<file path="config.mk">
export PLATFORM = sky130hd
export DESIGN_NAME = pb_bar_level
export DESIGN_NICKNAME = d
export VERILOG_FILES = /design/src/rtl/pb_bar_pkg.sv /design/src/rtl/pb_debounce.sv /design/src/rtl/pb_bar_level.sv
export SDC_FILE = /design/constraint.sdc
export NUM_CORES = 1
export LEC_CHECK = 0
export BUFFER_PORTS_ARGS = -buffer_cell sky130_fd_sc_hd__buf_2
export CAP_MARGIN = 40
export CORE_MARGIN = 4
export CORE_UTILIZATION = 45
export DETAILED_ROUTE_END_ITERATION = 7
export PLACE_DENSITY = 0.66
export SLEW_MARGIN = 5
export SYNTH_ARGS = -nofsm -noshare
export SYNTH_HDL_FRONTEND = slang
export SYNTH_SLANG_ARGS = --single-unit
</file>
<file path="constraint.sdc">
create_clock -name hz100 -period 3.6 [get_ports hz100]
set_input_delay 0.36 -clock hz100 [delete_from_list [all_inputs] [get_ports hz100]]
set_output_delay 0.36 -clock hz100 [all_outputs]
set_load 0.01 [all_outputs]
</file>
<file path="src/rtl/pb_bar_pkg.sv">
// Shared types and widths for the push-button bar-level block.
package pb_bar_pkg;

   typedef enum logic [1:0] {IDLE, PRESS_WAIT, HELD, REL_WAIT} deb_state_t;

   localparam int LEVEL_W = 5;
   localparam int BAR_W   = 16;

   // One-hot bar word: bit (lvl-1) set for lvl in 1..16, all zero for lvl 0.
   function automatic logic [BAR_W-1:0] level_to_onehot(input logic [LEVEL_W-1:0] lvl);
      logic [BAR_W-1:0] oh;
      oh = '0;
      if (lvl != '0 && lvl <= LEVEL_W'(BAR_W)) begin
         oh = BAR_W'(1) << (lvl - LEVEL_W'(1));
      end
      return oh;
   endfunction

endpackage

</file>
<file path="src/rtl/pb_debounce.sv">
// One push-button channel: 2-flop synchronizer, stability counter and a
// four-state debouncer that emits a single-cycle press pulse when a press
// has been stable for DEBOUNCE_CYCLES samples. Releases emit nothing.
module pb_debounce
   import pb_bar_pkg::*;
#(
   parameter int DEBOUNCE_CYCLES = 2
) (
   input  logic clk_i,
   input  logic rst_n_i,
   input  logic raw_i,
   output logic press_pulse_o
);

   localparam logic [3:0] DEB_LAST = 4'(DEBOUNCE_CYCLES);

   logic       sync1_q, sync2_q;
   deb_state_t state_q, state_d;
   logic [3:0] count_q, count_d;
   logic       pulse_q, pulse_d;

   // Bring the raw asynchronous button into the clock domain.
   always_ff @(posedge clk_i) begin
      if (!rst_n_i) begin
         sync1_q <= 1'b0;
         sync2_q <= 1'b0;
      end else begin
         sync1_q <= raw_i;
         sync2_q <= sync1_q;
      end
   end

   // Debouncer state, stability count and registered press pulse.
   always_ff @(posedge clk_i) begin
      if (!rst_n_i) begin
         state_q <= IDLE;
         count_q <= 4'd0;
         pulse_q <= 1'b0;
      end else begin
         state_q <= state_d;
         count_q <= count_d;
         pulse_q <= pulse_d;
      end
   end

   // Next-state logic; a count of 1 may already satisfy DEBOUNCE_CYCLES==1.
   always_comb begin
      state_d = state_q;
      count_d = count_q;
      pulse_d = 1'b0;
      case (state_q)
         IDLE: begin
            if (sync2_q) begin
               count_d = 4'd1;
               if (DEB_LAST <= 4'd1) begin
                  state_d = HELD;
                  pulse_d = 1'b1;
               end else begin
                  state_d = PRESS_WAIT;
               end
            end
         end
         PRESS_WAIT: begin
            if (sync2_q) begin
               count_d = count_q + 4'd1;
               if (count_q + 4'd1 >= DEB_LAST) begin
                  state_d = HELD;
                  pulse_d = 1'b1;
               end
            end else begin
               state_d = IDLE;
            end
         end
         HELD: begin
            if (!sync2_q) begin
               count_d = 4'd1;
               state_d = (DEB_LAST <= 4'd1) ? IDLE : REL_WAIT;
            end
         end
         REL_WAIT: begin
            if (!sync2_q) begin
               count_d = count_q + 4'd1;
               if (count_q + 4'd1 >= DEB_LAST) begin
                  state_d = IDLE;
               end
            end else begin
               state_d = HELD;
            end
         end
         default: begin
            state_d = IDLE;
            count_d = 4'd0;
         end
      endcase
   end

   assign press_pulse_o = pulse_q;

endmodule

</file>
<file path="src/rtl/pb_bar_level.sv">
// Saturating 0..MAX_LEVEL level driven by debounced up/down/clear buttons,
// published as a level word, a one-hot bar word, a decoder select and
// full/empty flags, all registered together on the same edge.
// Optional idle auto-decay is enabled by defining PB_BAR_AUTO_DECAY_EN.
module pb_bar_level
   import pb_bar_pkg::*;
#(
   parameter int DEBOUNCE_CYCLES = 2,
   parameter int MAX_LEVEL       = 16,
   parameter int DECAY_TICKS     = 50
) (
   input  logic               hz100,
   input  logic               reset,
   input  logic               pb_up,
   input  logic               pb_dn,
   input  logic               pb_clr,
   output logic [LEVEL_W-1:0] level,
   output logic [BAR_W-1:0]   bar_onehot,
   output logic [2:0]         dec_sel,
   output logic               full,
   output logic               empty
);

   localparam logic [LEVEL_W-1:0] MAX_L = LEVEL_W'(MAX_LEVEL);

   logic               up_pulse, dn_pulse, clr_pulse;
   logic               decay_hit;
   logic [LEVEL_W-1:0] level_q, level_d;
   logic [BAR_W-1:0]   bar_q;
   logic               full_q, empty_q;

   pb_debounce #(.DEBOUNCE_CYCLES(DEBOUNCE_CYCLES)) u_deb_up (
      .clk_i(hz100), .rst_n_i(reset), .raw_i(pb_up), .press_pulse_o(up_pulse)
   );
   pb_debounce #(.DEBOUNCE_CYCLES(DEBOUNCE_CYCLES)) u_deb_dn (
      .clk_i(hz100), .rst_n_i(reset), .raw_i(pb_dn), .press_pulse_o(dn_pulse)
   );
   pb_debounce #(.DEBOUNCE_CYCLES(DEBOUNCE_CYCLES)) u_deb_clr (
      .clk_i(hz100), .rst_n_i(reset), .raw_i(pb_clr), .press_pulse_o(clr_pulse)
   );

`ifdef PB_BAR_AUTO_DECAY_EN
   logic [15:0] idle_cnt_q, idle_cnt_d;
   logic        any_pulse;

   // Idle counter restarts on any press and whenever the level is empty.
   always_comb begin
      any_pulse  = up_pulse | dn_pulse | clr_pulse;
      decay_hit  = !any_pulse && (level_q != '0) &&
                   (idle_cnt_q == 16'(DECAY_TICKS - 1));
      idle_cnt_d = idle_cnt_q + 16'd1;
      if (any_pulse || level_q == '0 || decay_hit) begin
         idle_cnt_d = 16'd0;
      end
   end

   // Idle counter register.
   always_ff @(posedge hz100) begin
      if (!reset) idle_cnt_q <= 16'd0;
      else        idle_cnt_q <= idle_cnt_d;
   end
`else
   assign decay_hit = 1'b0;
`endif

   // Level update, clear first, then the up+down cancel, then single steps.
   always_comb begin
      level_d = level_q;
      if (clr_pulse) begin
         level_d = '0;
      end else if (up_pulse && dn_pulse) begin
         level_d = level_q;
      end else if (up_pulse) begin
         if (level_q < MAX_L) level_d = level_q + LEVEL_W'(1);
      end else if (dn_pulse) begin
         if (level_q != '0) level_d = level_q - LEVEL_W'(1);
      end else if (decay_hit) begin
         level_d = level_q - LEVEL_W'(1);
      end
   end

   // All outputs come from the next level so they move on the same edge.
   always_ff @(posedge hz100) begin
      if (!reset) begin
         level_q <= '0;
         bar_q   <= '0;
         full_q  <= 1'b0;
         empty_q <= 1'b1;
      end else begin
         level_q <= level_d;
         bar_q   <= level_to_onehot(level_d);
         full_q  <= (level_d == MAX_L);
         empty_q <= (level_d == '0);
      end
   end

   assign level      = level_q;
   assign bar_onehot = bar_q;
   assign dec_sel    = level_q[2:0];
   assign full       = full_q;
   assign empty      = empty_q;

endmodule
</file>
==> run_results.csv <==
group,metric,value,unit
status,outcome,"finished, final reports clean",
critical_path,crit_path_end_kind,"flip-flop",
timing,fin_skew,6.02,ps
timing,slew_headroom,63.0,%
critical_path,cp_common_cell,"ha_1",
critical_path,crit_slowest_cell,"nor3_1",
finish,final_cells,324,
global_route,grt-ovfl-total,0,
timing,hold_viol_final,0,
routing,drc,0,
floorplan,core-area,4750,um2
cts,cts_sinks,50,
floorplan,num_io_pins,31,
synth,yosys_warnings,0,
routing,via_per_inst,5.01,
placement,io_buffers,30,
cts,clk_latency,300,ps
critical_path,crit_arrival,3420,ps
critical_path,crit_chain,"inv_1 > ha_1 > nor4b_4 > o22ai_2 > xnor2_2 > o211ai_2 > a21oi_1 > ha_1 > nand2_1 > nor2_1 > nand3_1 > nor3_1 > and3_1",
finish,syn_to_final_growth,13.6,%
synth,synth-edff-count,0,
routing,dr_total_vias,1623,
placement,gp_congestion,0.797,
synth,syn_inst,226,
synth,avgSynthCellArea,9.84,um2
cts,clk_pin_slew,90,ps
global_route,grt_pass1_vias,1545,
timing,hold_slack,266,ps
pwr,power_leakage,1.15,nW
floorplan,die_width,78.3,um
placement,dp_hpwl,2890,um
routing,ant_nets,0,
synth,seq_area_frac_synth,45.0,%
critical_path,cpPeakStageDelay,460,ps
placement,post_dp_cell_area,2420,um2
pwr,p_per_area,383,nW/um2
synth,yosys.area.top_type,"dfxtp_1",
floorplan,dieArea,6130,um2
finish,nFillCells,467,
synth,ys_ff_latch,50,
timing,min_period_over_period,88.0,%
critical_path,start_kind,"flip-flop",
synth,synthArstFlopShare,0,%
worst_hold_path,hp-class,"in2reg",
timing,tightest_slew,550,ps
synth,synth_top_area_share,45.0,%
routing,drt_wl_total,3940,um
timing,layout_min_cycle_time,3170,ps
floorplan,start_util,46.8,%
placement,dp_cells,316,
cts,clockBufferDepth,2,
cts,ctsResizeCount,0,
timing,setup_viol,0,
finish,antenna_cells,0,
global_route,antenna_found_initial,0,
cts,clockRootBuffer,"clkbuf_8",
finish,layout_commonest_cell,"dfxtp_1",
cts,cts_tree,"built",
critical_path,critPathKind,"reg2reg",
critical_path,cp.required,3850,ps
run,maxCapViolations,0,
global_route,grt_start_max_net_pins,34,
synth,synth_area,2220,um2
finish,fin_area,2530,um2
timing,rsz0062_at_grt,"false",
floorplan,die_height,78.3,um
synth,ys_types,43,
finish,drive_gt1_share,18.3,%
floorplan,placementRows,25,
routing,drt_first_pass_iters,4,
finish,final_cell_mix,"50 x dfxtp_1, 30 x buf_2, 18 x and3_1",
timing,setup-tns-final,0,ps
critical_path,cp_max_fo,8,
synth,synth_nets,241,
cts,numCtsBuffers,5,
cts,htreeDepth,2,
cts,cts_setup_buffers,0,
routing,drt_iter0_markers,77,
synth,synthTopCellsByArea,"dfxtp_1 45%, ha_1 5.6%, and3_1 5.1%",
timing,max_freq,316,MHz
global_route,grt_pass1_wl,6830,um
synth,synth_ff_type,"dfxtp_1",
finish,fin_nets,271,
pwr,vdd_drop_max,310,uV
global_route,gr-usage-all-layers,13.9,%
cts,ctsHoldBuffers,0,
timing,drv_slew,0,
routing,wire_per_inst,12.1,um
report_power, final:
part,switching (W),leakage (nW),internal (W)
Clock,0.000170,0.0524,0.000208
Combinational,0.0000134,0.694,0.0000124
Sequential,0.00000621,0.405,0.000559
worst paths after layout:
kind	start	end	slack, ps	depth (start not counted)
setup / recovery	level[0]	bar_onehot[13]	430	13
hold reg to reg	u_deb_dn.sync1_q	u_deb_dn.sync2_q	440	1
hold / removal	pb_clr	u_deb_clr.sync1_q	270	2
setup reg to reg	level[0]	bar_onehot[13]	430	13
final cells by class:
| type | count | area (um2) | share of cell area [%] |
|---|---|---|---|
| Timing Repair Buffer | 30 | 150 | 5.94 |
| Tap cell | 67 | 83.8 | 3.32 |
| Multi-Input combinational cell | 157 | 1140 | 45.1 |
| Inverter | 12 | 45.0 | 1.78 |
| Sequential cell | 50 | 1000 | 39.6 |
| Clock buffer | 7 | 76.3 | 3.02 |
| Clock inverter | 1 | 30.0 | 1.19 |
stage by stage:
| stage | total power, W | utilization (%) | setup WS (ps) |
|---|---|---|---|
| after floorplan | 0.000596 | - | 881 |
| after global placement | 0.000604 | 50.9 | 608 |
| after detailed placement | 0.000604 | 50.9 | 527 |
| after CTS | 0.000984 | 53.1 | 501 |
| after global routing | 0.00101 | 53.1 | 31.5 |
| final | 0.000969 | 53.1 | 433 |
per-layer routing:
metal  up-vias  global-route usage [%]  part of all wire [%]
met4         0                    6.47                   2.1
met3         8                    3.67                   4.9
met5         -                       0                     0
met2        41                    23.6                    48
li1        847                       -                     -
met1       727                    16.2                    45
sequential cells by signal, indices dropped and copies added, names as in the netlist, 4 cells and up, named ones only:
name	flops
bar_onehot	16
level	5
u_deb_clr.count_q	4
u_deb_dn.count_q	4
u_deb_up.count_q	4
logic make-up after synthesis:
kind of cell    Yosys count  synth area share, %
xor+xnor                 15                 6.24
fa+ha+maj                10                 5.62
compound gates           36                 13.6
buf+inv                  19                 3.77
simple gates             92                 24.0
flops                    50                 45.0
mux                       4                 1.80
cell usage after synthesis (2+ instances only):
master	number
inv_1	12
nor2b_1	7
nor2_1	6
xor2_1	3
ha_1	10
and3_1	18
a21boi_0	6
mux2i_1	4
nand2b_1	5
o21ai_0	8
and2_1	9
dfxtp_1	50
o211ai_2	2
nand3_1	13
clkbuf_1	3
a2111oi_2	2
nand2_1	14
nor3_1	7
nand3b_1	7
xnor2_1	11
buf_4	3
a22oi_1	3
o211a_1	3
critical path, delay by kind of cell (launching register included):
kind	cells	cell delay [ps]
AOI/OAI and AO/OA	3	600
xor gates and xnor gates	1	330
adders and majority gates	2	400
buffers and inverters	1	120
DFF	1	400
and+or+nand+nor	6	1280
(Power assumes the default switching activity.)
